--- src/rtl/ctrl_sequencer.sv ---
// Control FSM for the 4-bit accumulator datapath: fetch, decode, execute, memory, writeback.
// Optional single-step PAUSE state enabled by defining CTRL_SINGLE_STEP_EN.
module ctrl_sequencer #(
  parameter int unsigned OPW     = 4,
  parameter int unsigned TIMEOUT = 8
) (
  input  logic       clk,
  input  logic       rst_n,
  output logic       o_imem_req,
  input  logic       i_imem_ack,
  input  logic [7:0] i_instr,
  output logic       o_dmem_req,
  output logic       o_dmem_we,
  input  logic       i_dmem_ack,
  input  logic       i_zero_flag,
`ifdef CTRL_SINGLE_STEP_EN
  input  logic       i_step,
`endif
  output logic       o_sel1,
  output logic       o_sel2,
  output logic       o_sel3,
  output logic [1:0] o_alu_op,
  output logic       o_ir_we,
  output logic       o_acc_we,
  output logic       o_pc_en,
  output logic       o_halted,
  output logic       o_err
);

  typedef enum logic [2:0] {
    StIdle, StFetch, StDecode, StExec, StMem, StWb, StHalt, StPause
  } state_e;

  typedef struct packed {
    logic       imem_req;
    logic       dmem_req;
    logic       dmem_we;
    logic       sel1;
    logic       sel2;
    logic       sel3;
    logic [1:0] alu_op;
    logic       acc_we;
    logic       pc_en;
    logic       halted;
    logic       err;
  } outs_t;

  localparam logic [OPW-1:0] OpAdd  = 4'h1;
  localparam logic [OPW-1:0] OpAddi = 4'h2;
  localparam logic [OPW-1:0] OpSub  = 4'h3;
  localparam logic [OPW-1:0] OpSubi = 4'h4;
  localparam logic [OPW-1:0] OpLd   = 4'h5;
  localparam logic [OPW-1:0] OpSt   = 4'h6;
  localparam logic [OPW-1:0] OpJmp  = 4'h7;
  localparam logic [OPW-1:0] OpJz   = 4'h8;
  localparam logic [OPW-1:0] OpHalt = 4'hF;

  // Moore outputs for the state being entered; registered so they line up with that state.
  function automatic outs_t f_moore(state_e st, logic [OPW-1:0] op, logic zf);
    outs_t o;
    o = '0;
    case (st)
      StFetch: o.imem_req = 1'b1;
      StDecode: begin
        case (op)
          OpAdd, OpAddi, OpSub, OpSubi, OpLd, OpSt, OpHalt: o.pc_en = 1'b0;
          OpJmp: begin o.pc_en = 1'b1; o.sel1 = 1'b1; end
          OpJz:  begin o.pc_en = 1'b1; o.sel1 = zf; end
          4'h0:  o.pc_en = 1'b1;
          default: begin o.pc_en = 1'b1; o.err = 1'b1; end
        endcase
      end
      StExec: begin
        o.alu_op = (op == OpAdd || op == OpAddi) ? 2'b01 : 2'b10;
        o.sel2   = (op == OpAddi || op == OpSubi);
        o.acc_we = 1'b1;
        o.pc_en  = 1'b1;
      end
      StMem: begin
        o.dmem_req = 1'b1;
        o.dmem_we  = (op == OpSt);
      end
      StWb: begin
        o.sel3   = 1'b1;
        o.acc_we = 1'b1;
        o.pc_en  = 1'b1;
      end
      StHalt:  o.halted = 1'b1;
      default: o = '0;
    endcase
    return o;
  endfunction

  state_e         r_state;
  logic   [7:0]   r_ir;
  logic   [3:0]   r_cnt;
  outs_t          r_outs;

  state_e         w_next;
  logic   [7:0]   w_ir_next;
  logic [OPW-1:0] w_op;
  logic           w_wait;
  logic           w_tmo;
  logic           w_unused_operand;

  assign w_op             = r_ir[7:8-OPW];
  assign w_unused_operand = ^r_ir[3:0];
  assign w_ir_next        = (r_state == StFetch && i_imem_ack) ? i_instr : r_ir;
  assign w_wait           = (r_state == StFetch && !i_imem_ack) ||
                            (r_state == StMem && !i_dmem_ack);
  assign w_tmo            = w_wait && (r_cnt == 4'(TIMEOUT - 1));

  always_comb begin
    w_next = r_state;
    case (r_state)
      StIdle:  w_next = StFetch;
      StFetch: begin
        if (i_imem_ack) w_next = StDecode;
        else if (w_tmo) w_next = StIdle;
      end
      StDecode: begin
        case (w_op)
          OpAdd, OpAddi, OpSub, OpSubi: w_next = StExec;
          OpLd, OpSt:                   w_next = StMem;
          OpHalt:                       w_next = StHalt;
          default:                      w_next = StFetch;
        endcase
      end
      StExec, StWb: w_next = StFetch;
      StMem: begin
        if (i_dmem_ack) w_next = (w_op == OpSt) ? StFetch : StWb;
        else if (w_tmo) w_next = StIdle;
      end
      StHalt: w_next = StHalt;
`ifdef CTRL_SINGLE_STEP_EN
      StPause: if (i_step) w_next = StFetch;
`endif
      default: w_next = StIdle;
    endcase
`ifdef CTRL_SINGLE_STEP_EN
    if (w_next == StFetch && r_state inside {StDecode, StExec, StMem, StWb}) w_next = StPause;
`endif
  end

  // Timeouts detour through IDLE so the request visibly drops before the refetch.
  // zero_flag cannot change between FETCH and DECODE, so sampling it on entry is exact.
  always_ff @(posedge clk or negedge rst_n) begin
    if (!rst_n) begin
      r_state <= StIdle;
      r_ir    <= 8'h00;
      r_cnt   <= 4'd0;
      r_outs  <= '0;
    end else begin
      r_state <= w_next;
      r_ir    <= w_ir_next;
      if (w_next != r_state) r_cnt <= 4'd0;
      else if (w_wait)       r_cnt <= r_cnt + 4'd1;
      r_outs  <= f_moore(w_next, w_ir_next[7:8-OPW], i_zero_flag);
    end
  end

  assign o_imem_req = r_outs.imem_req;
  assign o_dmem_req = r_outs.dmem_req;
  assign o_dmem_we  = r_outs.dmem_we;
  assign o_sel1     = r_outs.sel1;
  assign o_sel2     = r_outs.sel2;
  assign o_sel3     = r_outs.sel3;
  assign o_alu_op   = r_outs.alu_op;
  assign o_acc_we   = r_outs.acc_we;
  assign o_halted   = r_outs.halted;
  assign o_ir_we    = (r_state == StFetch) && i_imem_ack;
  assign o_err      = r_outs.err || w_tmo;
  // A store retires on the ack cycle itself, with no writeback state after it.
  assign o_pc_en    = r_outs.pc_en || (r_state == StMem && w_op == OpSt && i_dmem_ack);

endmodule

--- config.mk ---
export PLATFORM = sky130hd
export DESIGN_NAME = ctrl_sequencer
export DESIGN_NICKNAME = d
export VERILOG_FILES = /design/src/rtl/ctrl_sequencer.sv
export SDC_FILE = /design/constraint.sdc
export NUM_CORES = 1
export LEC_CHECK = 0
export BUFFER_PORTS_ARGS = -buffer_cell sky130_fd_sc_hd__buf_2
export CORE_MARGIN = 5
export CORE_UTILIZATION = 48
export DETAILED_ROUTE_END_ITERATION = 7
export HOLD_SLACK_MARGIN = 0.03
export PLACE_DENSITY = 0.74
export SLEW_MARGIN = 0
export SYNTH_ARGS = -nofsm -noshare
export SYNTH_HDL_FRONTEND = slang
export SYNTH_SLANG_ARGS = --single-unit
--- constraint.sdc ---
create_clock -name clk -period 1.6 [get_ports clk]
set_input_delay 0.32 -clock clk [delete_from_list [all_inputs] [get_ports clk]]
set_output_delay 0.32 -clock clk [all_outputs]
set_load 0.01 [all_outputs]
==> results.cfg, run 1 <==
[run_status]
outcome = complete, but fails checks
violations = setup timing

[worst_setup_path]
crit_family = buffers and inverters
max_stage_delay_ns = 0.37
worstSetupPathType = reg -> out
arrival_ns = 1.58
critPathSlowestCell = dfrtp_1
critPathRequiredTime_ns = 1.28
cp.depth = 5
ff2ff_path_depth = 7
cp-start-kind = flop
end_kind = output port
crit_chain = buf_4, clkinvlp_4, o21a_1, a21o_1, buf_2
path_buf_inv = 3
critPathMaxFanout = 8

[clocking]
clock-sinks = 23
cts_made_buffers = 3
cts_root_buffer = clkbuf_4
clk_pin_slew_ns = 0.12
cts_max_level = 1
ctsLongestPathBuffers = 2
insertion_delay_ns = 0.33
cts_tree = built

[detailed_routing]
firstDrtPassIters = 6
routedWlPerCell_um = 17.8
wl_mm = 3.86
drc = 0
via_per_inst = 5.69
drt_iter0_drc = 33
vias = 1229
drt.antenna.violating_nets = 0

[sta]
tightest_slew_ns = 0.498
setup_viol = 20
skew_ns = 0.00478
fin_ws_ns = -0.299
slew_violations = 0
fin_setup_tns_ns = -2.99
period_share = 1.19
relSlewSlack = 0.668
period_needed_ns = 1.90
fmax_mhz = 526
hold_viol = 0
rsz0062_at_grt = yes

[die]
rows = 18
fp.dieH_um = 61.5
die_area_um2 = 3790
fp.dieW_um = 61.5
start_util = 0.510
io_pins = 26
design.core.area_um2 = 2500

[grt]
antenna_found_initial = 0
grt_max_degree = 24
grt_use_total = 0.206
globalRoute.totalOverflow = 0
first_global_vias = 1200
grt_pass1_wl_mm = 5.62

[finish]
mostFrequentLayoutCells = 32 x buf_4, 22 x dfrtp_1, 20 x buf_2
layout.nets = 201
instances_no_fill = 216
fill_cells = 158
areaGrowthSynthToFinish_pct = 52.1
layout_commonest_cell = buf_4
diodes = 0
multi_input_area_um2 = 805
seq_area_um2 = 577
drive_above_1_share = 0.565

[placed_design]
hpwl_mm = 2.29
place_inst = 196
gp_congestion = 0.922
port_buffers = 21

[synth]
yosys_warnings = 0
syn-instance-count = 126
synth-main-ff-cell = dfrtp_1
postSynth.asyncResetShare = 1.00
synth.top_cell.area_share = 0.451
syn-num-nets = 140
synth_area_leaders = dfrtp_1 45%, nand2_1 3.8%, mux2_4 3.5%
synth_cell_types = 46
ys_seq_elements = 23
synth_area_um2 = 1270
synth_edf_count = 0
synth.largest_area_cell = dfrtp_1
ys_seq_area_frac = 0.451
syn_avg_cell_area_um2 = 10.1

[min_path]
hp-class = in -> reg
holdPathStages = 3

[power]
vdd_ir_drop_max_uv = 483
power_leakage_nw = 0.926
p_per_area_nw_per_um2 = 474
power_mw = 0.918

[flow_run]
maxCapViolCount = 0
[area by class of cell]
class,count,share of cell area
clock buffer,3,0.0116
clock inverter,1,0.00258
inverter,5,0.0155
multi-input combinational,91,0.415
sequential,23,0.297
tap,30,0.0194
timing repair buffer,63,0.239
[worst paths after layout]
check                             end  slack, ns   startpoint
setup / recovery                o_err      -0.30   r_state[1]
max in group asynchronous     r_ir[4]       0.77        rst_n
hold / removal                 o_sel1       0.23  i_zero_flag
hold reg to reg            r_state[1]       0.66   r_state[1]
min in group asynchronous   r_outs[2]       0.47        rst_n
setup reg to reg           o_dmem_req      -0.21     r_cnt[1]
[repair_timing]
| action | CTS | global route |
|---|---|---|
| hold buffers | 1 | 0 |
| hold endpoints to repair | 23 | 0 |
| gates cloned | 1 | 0 |
| resized for setup | 21 | 23 |
| endpoints found under the setup margin | 19 | 20 |
| setup buffers | 6 | 9 |
| pin swaps | 15 | 9 |
[cell families (layout without fill, tap and decap cells)]
logic type	Yosys count	after routing	synth area share
AOI/OAI and AO/OA	23	23	0.133
buffers and inverters	13	72	0.0628
muxes	4	4	0.0432
DFF	23	23	0.451
xor gates and xnor gates	7	7	0.0481
adders and majority gates	1	1	0.00981
and+or+nand+nor	55	56	0.251
[power by group]
part / switching, mW / total [mW] / internal (mW)
Sequential: 0 / 0.581 / 0.581
Clock: 0.192 / 0.286 / 0.0943
Combinational: 0.0326 / 0.0512 / 0.0186
[worst register-to-register path, stage by stage, from the launching register on]
cell and delay [ns]:
dfrtp_1 0.41, ha_2 0.19, and3b_2 0.23, buf_6 0.12, o21a_1 0.20, a31oi_4 0.26, nand3_4 0.14, and3_1 0.17
[cells in the mapped netlist (2+ instances only)]
cell type / number
o21a_1: 2
nor3_2: 2
buf_2: 3
nor2_1: 5
nor3b_1: 4
a21o_1: 3
a21oi_1: 2
buf_4: 4
nor3_1: 8
a31oi_1: 2
dfrtp_1: 23
or3_1: 2
o22ai_1: 2
xor2_1: 2
xnor2_1: 5
nand2_1: 13
nand3_1: 6
o21ai_0: 2
inv_1: 4
a21oi_2: 2
mux2_4: 3
nor2b_1: 2
nand4_1: 2
[per-stage QoR]
step	utilization	cell area (µm²)	setup WS [ns]	hold slack (ns)
3_5_place_dp	0.632	1580	-0.0926	0.320
3_3_place_gp	0.632	1580	-0.0601	0.307
4_1_cts	0.705	1760	-0.249	0.227
6_report	0.776	1940	-0.299	0.235
5_1_grt	0.776	1940	-0.400	0.221
2_1_floorplan	-	1290	-0.0965	0.0244
[sequential cells by signal, summed over array words and instances, names as in the netlist]
signal,count
o_acc_we,1
o_alu_op,2
o_dmem_req,1
o_dmem_we,1
o_halted,1
o_imem_req,1
o_sel1,1
o_sel2,1
o_sel3,1
r_cnt,4
r_ir,4
r_outs,2
r_state,3
[routing by layer]
metal / part of all wire / track usage / vias to the layer above
li1: - / - / 572
met1: 0.41 / 0.260 / 597
met2: 0.50 / 0.341 / 51
met3: 0.066 / 0.0356 / 9
met4: 0.025 / 0.0970 / 0
met5: 0 / 0 / -
(Power assumes the default switching activity.)
==> run 2, diff against run 1 <==
Settings changed: ABC_AREA set to 1.
==> run 2 against run 1 <==
  * Critical path depth rose by 1
  * The flow still finishes with violations (setup timing)
  * Combinational power fell by 41%
  * Clock power is 4% lower
  * Power fell by 3.5%
  * Critical endpoint unchanged
  * Sequential power is essentially flat
==> results.cfg, run 2 <==
[run_status]
outcome = complete, but fails checks
violations = setup timing

[synth]
synth.most_common_cell = nand2_1
syn-instance-count = 152
synth_cell_types = 30
synth-main-ff-cell = dfrtp_1
syn_avg_cell_area_um2 = 8.31
syn-num-nets = 166
synth.top_cell.area_share = 0.455
synth_commonest_cells = 31 x nand2_1, 23 x dfrtp_1, 18 x inv_1
synth_area_leaders = dfrtp_1 46%, nand2_1 9.2%, inv_1 5.3%
ys_seq_area_frac = 0.455
postSynth.asyncResetShare = 1.00
synth_edf_count = 0
synth_area_um2 = 1260
ys_seq_elements = 23
synth.largest_area_cell = dfrtp_1
yosys_warnings = 0

[detailed_routing]
wl_mm = 3.47
drt.antenna.violating_nets = 0
top_layer_used = met4
wl_met1_mm = 1.32
firstDrtPassIters = 4
vias = 1204
via_per_inst = 5.08
routedWlPerCell_um = 14.6
drc = 0
wl_met2_mm = 1.93
drt_iter0_drc = 58
wl_met3_um = 153

[die]
start_util = 0.506
design.core.area_um2 = 2500
rows = 18
fp.dieW_um = 61.3
io_pins = 26
fp.dieH_um = 61.3
die_area_um2 = 3760

[min_path]
hp-class = in -> reg
holdPathStages = 3

[finish]
final_cell_area_um2 = 1950
fill_cells = 162
layout_commonest_cell = buf_4
areaGrowthSynthToFinish_pct = 54.1
reg.largest.list = r_cnt x4, r_ir x4, r_state x3
layout.nets = 222
mostFrequentLayoutCells = 23 x buf_4, 21 x dfrtp_1, 20 x nand2_1
diodes = 0
drive_above_1_share = 0.599

[placed_design]
dpl_cell_area_um2 = 1470
hpwl_mm = 2.09
port_buffers = 21
gp_congestion = 0.887

[clocking]
clock-sinks = 23
clk_pin_slew_ns = 0.13
cts_root_buffer = clkbuf_4
ctsLongestPathBuffers = 2
insertion_delay_ns = 0.31
cts_max_level = 1
cts_tree = built
cts_made_buffers = 3

[power]
p_clk_frac = 0.310
p_per_area_nw_per_um2 = 455
vdd_ir_drop_max_uv = 717
power_leakage_nw = 1.01
p_seq_frac = 0.656
cell_internal_pwr_mw = 0.688
combPwrFrac = 0.034
swShare = 0.224
p_sw_mw = 0.198

[worst_setup_path]
cp-startpoint = r_cnt[1]
ff2ff_path_depth = 10
worstSetupPathType = reg -> out
crit_chain = ha_2, and3b_1, nand2_4, inv_2, or2_4, buf_6
max_stage_delay_ns = 0.41
arrival_ns = 1.52
ff2ff_setup_slack_ns = -0.17
rr_endpoint = r_cnt[2]
critPathMaxFanout = 2
critPathSlowestCell = dfrtp_1
critPathRequiredTime_ns = 1.28
worstSetupEndpoint = o_err
r2r_start = r_state[1]
cp-start-kind = flop
end_kind = output port

[grt]
first_global_vias = 1133
grt_use_total = 0.174
globalRoute.totalOverflow = 0
grt_pass1_wl_mm = 4.82
antenna_found_initial = 0
grt_max_degree = 24

[sta]
rsz0062_at_grt = yes
slew_violations = 0
whs_ns = 0.235
period_share = 1.15
fin_setup_tns_ns = -2.30
relSlewSlack = 0.638
skew_ns = 0.00490
tightest_slew_ns = 0.544
setup_viol = 20
hold_viol = 0
fmax_mhz = 544
period_needed_ns = 1.84
fin_ws_ns = -0.238

[flow_run]
maxCapViolCount = 0
## run 2: how the worst min path moves through the flow
stage                      from        to  slack [ns]
floorplan                 rst_n  o_acc_we        0.02
global placement          rst_n  r_cnt[2]        0.31
detailed placement        rst_n  r_cnt[2]        0.32
CTS                 i_zero_flag    o_sel1        0.24
global route        i_zero_flag    o_sel1        0.22
finish              i_zero_flag    o_sel1        0.23
## run 2: metal layers
metal | vias up | GRT usage
met3 | 8 | 0.0377
met2 | 31 | 0.310
met4 | 0 | 0.0619
met5 | - | 0
met1 | 573 | 0.205
li1 | 592 | -
## run 2: final cells by class
class / count / area, µm² / share of cell area
Timing Repair Buffer: 55 / 428 / 0.220
Multi-Input combinational cell: 101 / 782 / 0.402
Clock buffer: 4 / 26.3 / 0.0135
Sequential cell: 23 / 578 / 0.297
Tap cell: 30 / 37.5 / 0.0193
Inverter: 24 / 95.1 / 0.0488
## run 2: stage by stage
step	std cells	power [mW]	setup WS, ns	util
final	237	0.886	-0.238	0.779
after global routing	237	0.922	-0.285	0.779
after CTS	228	0.880	-0.244	0.690
after detailed placement	212	0.618	-0.136	0.589
after global placement	212	0.617	-0.111	0.589
after floorplan	152	0.594	0.0588	-
## run 2: worst max-delay path, delay by kind of cell, from the launching register on
kind | cells | cell delay [ns]
fa+ha+maj | 1 | 0.19
buf+inv | 2 | 0.15
flops | 1 | 0.41
simple gates | 3 | 0.46
## run 2: logic make-up (layout without fill, tap and decap cells)
group           Yosys count  in the layout  share of synthesized area
simple gates             84             84                      0.339
buf+inv                  28             83                     0.0960
flops                    23             23                      0.455
compound gates           12             12                     0.0703
xor+xnor                  3              3                     0.0208
fa+ha+maj                 1              1                    0.00990
mux                       1              1                    0.00891
## run 2: power by group through the flow
| stage | sequential, mW | combinational (mW) | clock, mW |
|---|---|---|---|
| 2_1_floorplan | 0.592 | 0.00191 | 0 |
| 3_3_place_gp | 0.592 | 0.0247 | 0 |
| 3_5_place_dp | 0.592 | 0.0258 | 0 |
| 4_1_cts | 0.581 | 0.0292 | 0.270 |
| 5_1_grt | 0.581 | 0.0342 | 0.306 |
| 6_report | 0.581 | 0.0300 | 0.275 |
## run 2: timing repair
item,in CTS,in global routing
setup buffers,11,9
pin swaps,14,18
hold endpoints to repair,23,0
gates resized for setup,32,42
hold buffers,1,0
setup endpoints to repair,16,20
==> run 3, diff against run 2 <==
Settings changed: CORE_MARGIN 5 to unset, SETUP_SLACK_MARGIN set to 0.3.
==> run 3 against run 2 <==
  * The flow still finishes with violations (setup timing)
  * Clock skew down 0.0018 ns
  * Register-to-register slack lost 0.02 ns
  * Setup slack worse by 0.024 ns
  * Via count up 8.1%
  * Sequential share of layout area decreased by 1.9 points
  * Largest cell class unchanged
==> results.cfg, run 3 (synthesized netlist as in run 2, its figures left out) <==
[worst_setup_path]
cp-startpoint = r_cnt[1]
crit_chain = ha_2, and3b_1, nand2_4, inv_2, or2_4, buf_6
path_buf_inv = 2
end_kind = output port
ff2ff_path_depth = 11
r2r_start = r_state[1]
critPathSlowestCell = dfrtp_1
ff2ff_setup_slack_ns = -0.19
cp-start-kind = flop
critPathRequiredTime_ns = 1.28
critPathMaxFanout = 2
crit_family = simple AND/OR/NAND/NOR gates
max_stage_delay_ns = 0.41
worstSetupPathType = reg -> out
arrival_ns = 1.54
rr_endpoint = r_outs[2]

[min_path]
hold_end = o_sel1
min-delay-start = i_zero_flag
hp-class = in -> reg
holdPathStages = 3

[sta]
period_needed_ns = 1.86
tightest_slew_ns = 0.530
rsz0062_at_grt = yes
period_share = 1.16
fin_setup_tns_ns = -2.27
setup_viol = 21
hold_viol = 0
fin_ws_ns = -0.262
fmax_mhz = 537
relSlewSlack = 0.647
skew_ns = 0.00313
slew_violations = 0

[run_status]
violations = setup timing
outcome = complete, but fails checks

[grt]
antenna_found_initial = 0
grt_max_degree = 24
first_global_vias = 1237
globalRoute.totalOverflow = 0
grt_use_total = 0.276
grt_pass1_wl_mm = 5.47

[detailed_routing]
via_per_inst = 5.22
wl_mm = 3.73
firstDrtPassIters = 4
vias = 1301
routedWlPerCell_um = 15.0
drc = 0
drt_iter0_drc = 33
drt.antenna.violating_nets = 0

[finish]
diodes = 0
instances_no_fill = 249
mostFrequentLayoutCells = 31 x buf_4, 22 x dfrtp_1, 20 x nand2_1
drive_above_1_share = 0.635
layout_commonest_cell = buf_4
reg.largest.list = r_cnt x4, r_ir x4, r_state x3
layout.nets = 234
areaGrowthSynthToFinish_pct = 64.3
fin_util = 0.838

[clocking]
insertion_delay_ns = 0.32
clk_pin_slew_ns = 0.13
cts_made_buffers = 3
clock-sinks = 23
cts_tree = built
cts_root_buffer = clkbuf_4
ctsLongestPathBuffers = 2
cts_max_level = 1

[power]
p_per_area_nw_per_um2 = 430
swShare = 0.234
power_mw = 0.894
p_seq_frac = 0.651
vdd_ir_drop_max_uv = 399
cell_internal_pwr_mw = 0.684
combPwrFrac = 0.034
p_sw_mw = 0.209
p_clk_frac = 0.315
power_leakage_nw = 1.05

[die]
design.core.area_um2 = 2480
start_util = 0.510
fp.dieW_um = 53.3
io_pins = 26
fp.dieH_um = 53.3
rows = 18
die_area_um2 = 2840

[placed_design]
hpwl_mm = 2.15
gp_congestion = 0.934
place_inst = 215
port_buffers = 21

[flow_run]
maxCapViolCount = 0
run 3: changes by cell type in the layout (fill, tap and decap cells not counted), moves of 3 or more:
cell    change
buf_4       +8
buf_6       +4
inv_1       -3
nor2_2      -3
nor2_4      +3
nor3_2      -3
run 3: layer usage:
metal  track usage  vias up  wire length (µm)
met5             0        -                 0
met4         0.114        0               153
met3        0.0287       17               107
met2         0.567       38              2230
met1         0.267      627              1250
li1              -      619                 -
run 3: area by class of cell:
| class | instances | area, µm² |
|---|---|---|
| clock buffer | 3 | 22.5 |
| multi-input combinational | 101 | 808 |
| sequential | 23 | 577 |
| timing repair buffer | 67 | 528 |
| fill | 142 | 402 |
| inverter | 24 | 97.6 |
| clock inverter | 1 | 5.00 |
| tap | 30 | 37.5 |
run 3: repair_timing:
| item | 4_1_cts | 5_1_grt |
|---|---|---|
| endpoints found under the hold margin | 23 | 0 |
| pin swaps | 14 | 13 |
| hold buffers | 1 | 0 |
| gates cloned | 0 | 0 |
| buffers inserted | 21 | 8 |
| setup endpoints to repair | 26 | 26 |
| resized for setup | 45 | 33 |
run 3: how the worst max path moves through the flow:
stage           endpoint  slack [ns]  cells after the start
2_1_floorplan  r_outs[2]        0.11                     12
3_3_place_gp      o_sel2       -0.07                      8
3_5_place_dp   r_outs[2]       -0.12                      8
4_1_cts            o_err       -0.26                      6
5_1_grt            o_err       -0.32                      6
6_report           o_err       -0.26                      6
run 3: power by group through the flow:
stage	logic (mW)	clock network, mW	registers (mW)
5_1_grt	0.0339	0.305	0.581
3_5_place_dp	0.0260	0	0.592
2_1_floorplan	0.00191	0	0.592
4_1_cts	0.0295	0.287	0.581
6_report	0.0305	0.282	0.581
3_3_place_gp	0.0245	0	0.592
run 3: worst reg2reg max path: cells and delay by family, from the launching register on:
kind / cells / cell delay [ns]
flops: 1 / 0.49
buf+inv: 2 / 0.24
simple gates: 8 / 0.88
compound gates: 1 / 0.10
run 3: per-stage QoR:
stage	instance area (µm²)	worst slack, ns	hold WS, ns
finish	2080	-0.262	0.227
global route	2080	-0.323	0.238
CTS	1880	-0.255	0.231
detailed placement	1510	-0.124	0.328
global placement	1510	-0.0712	0.304
floorplan	1280	0.114	0.0244
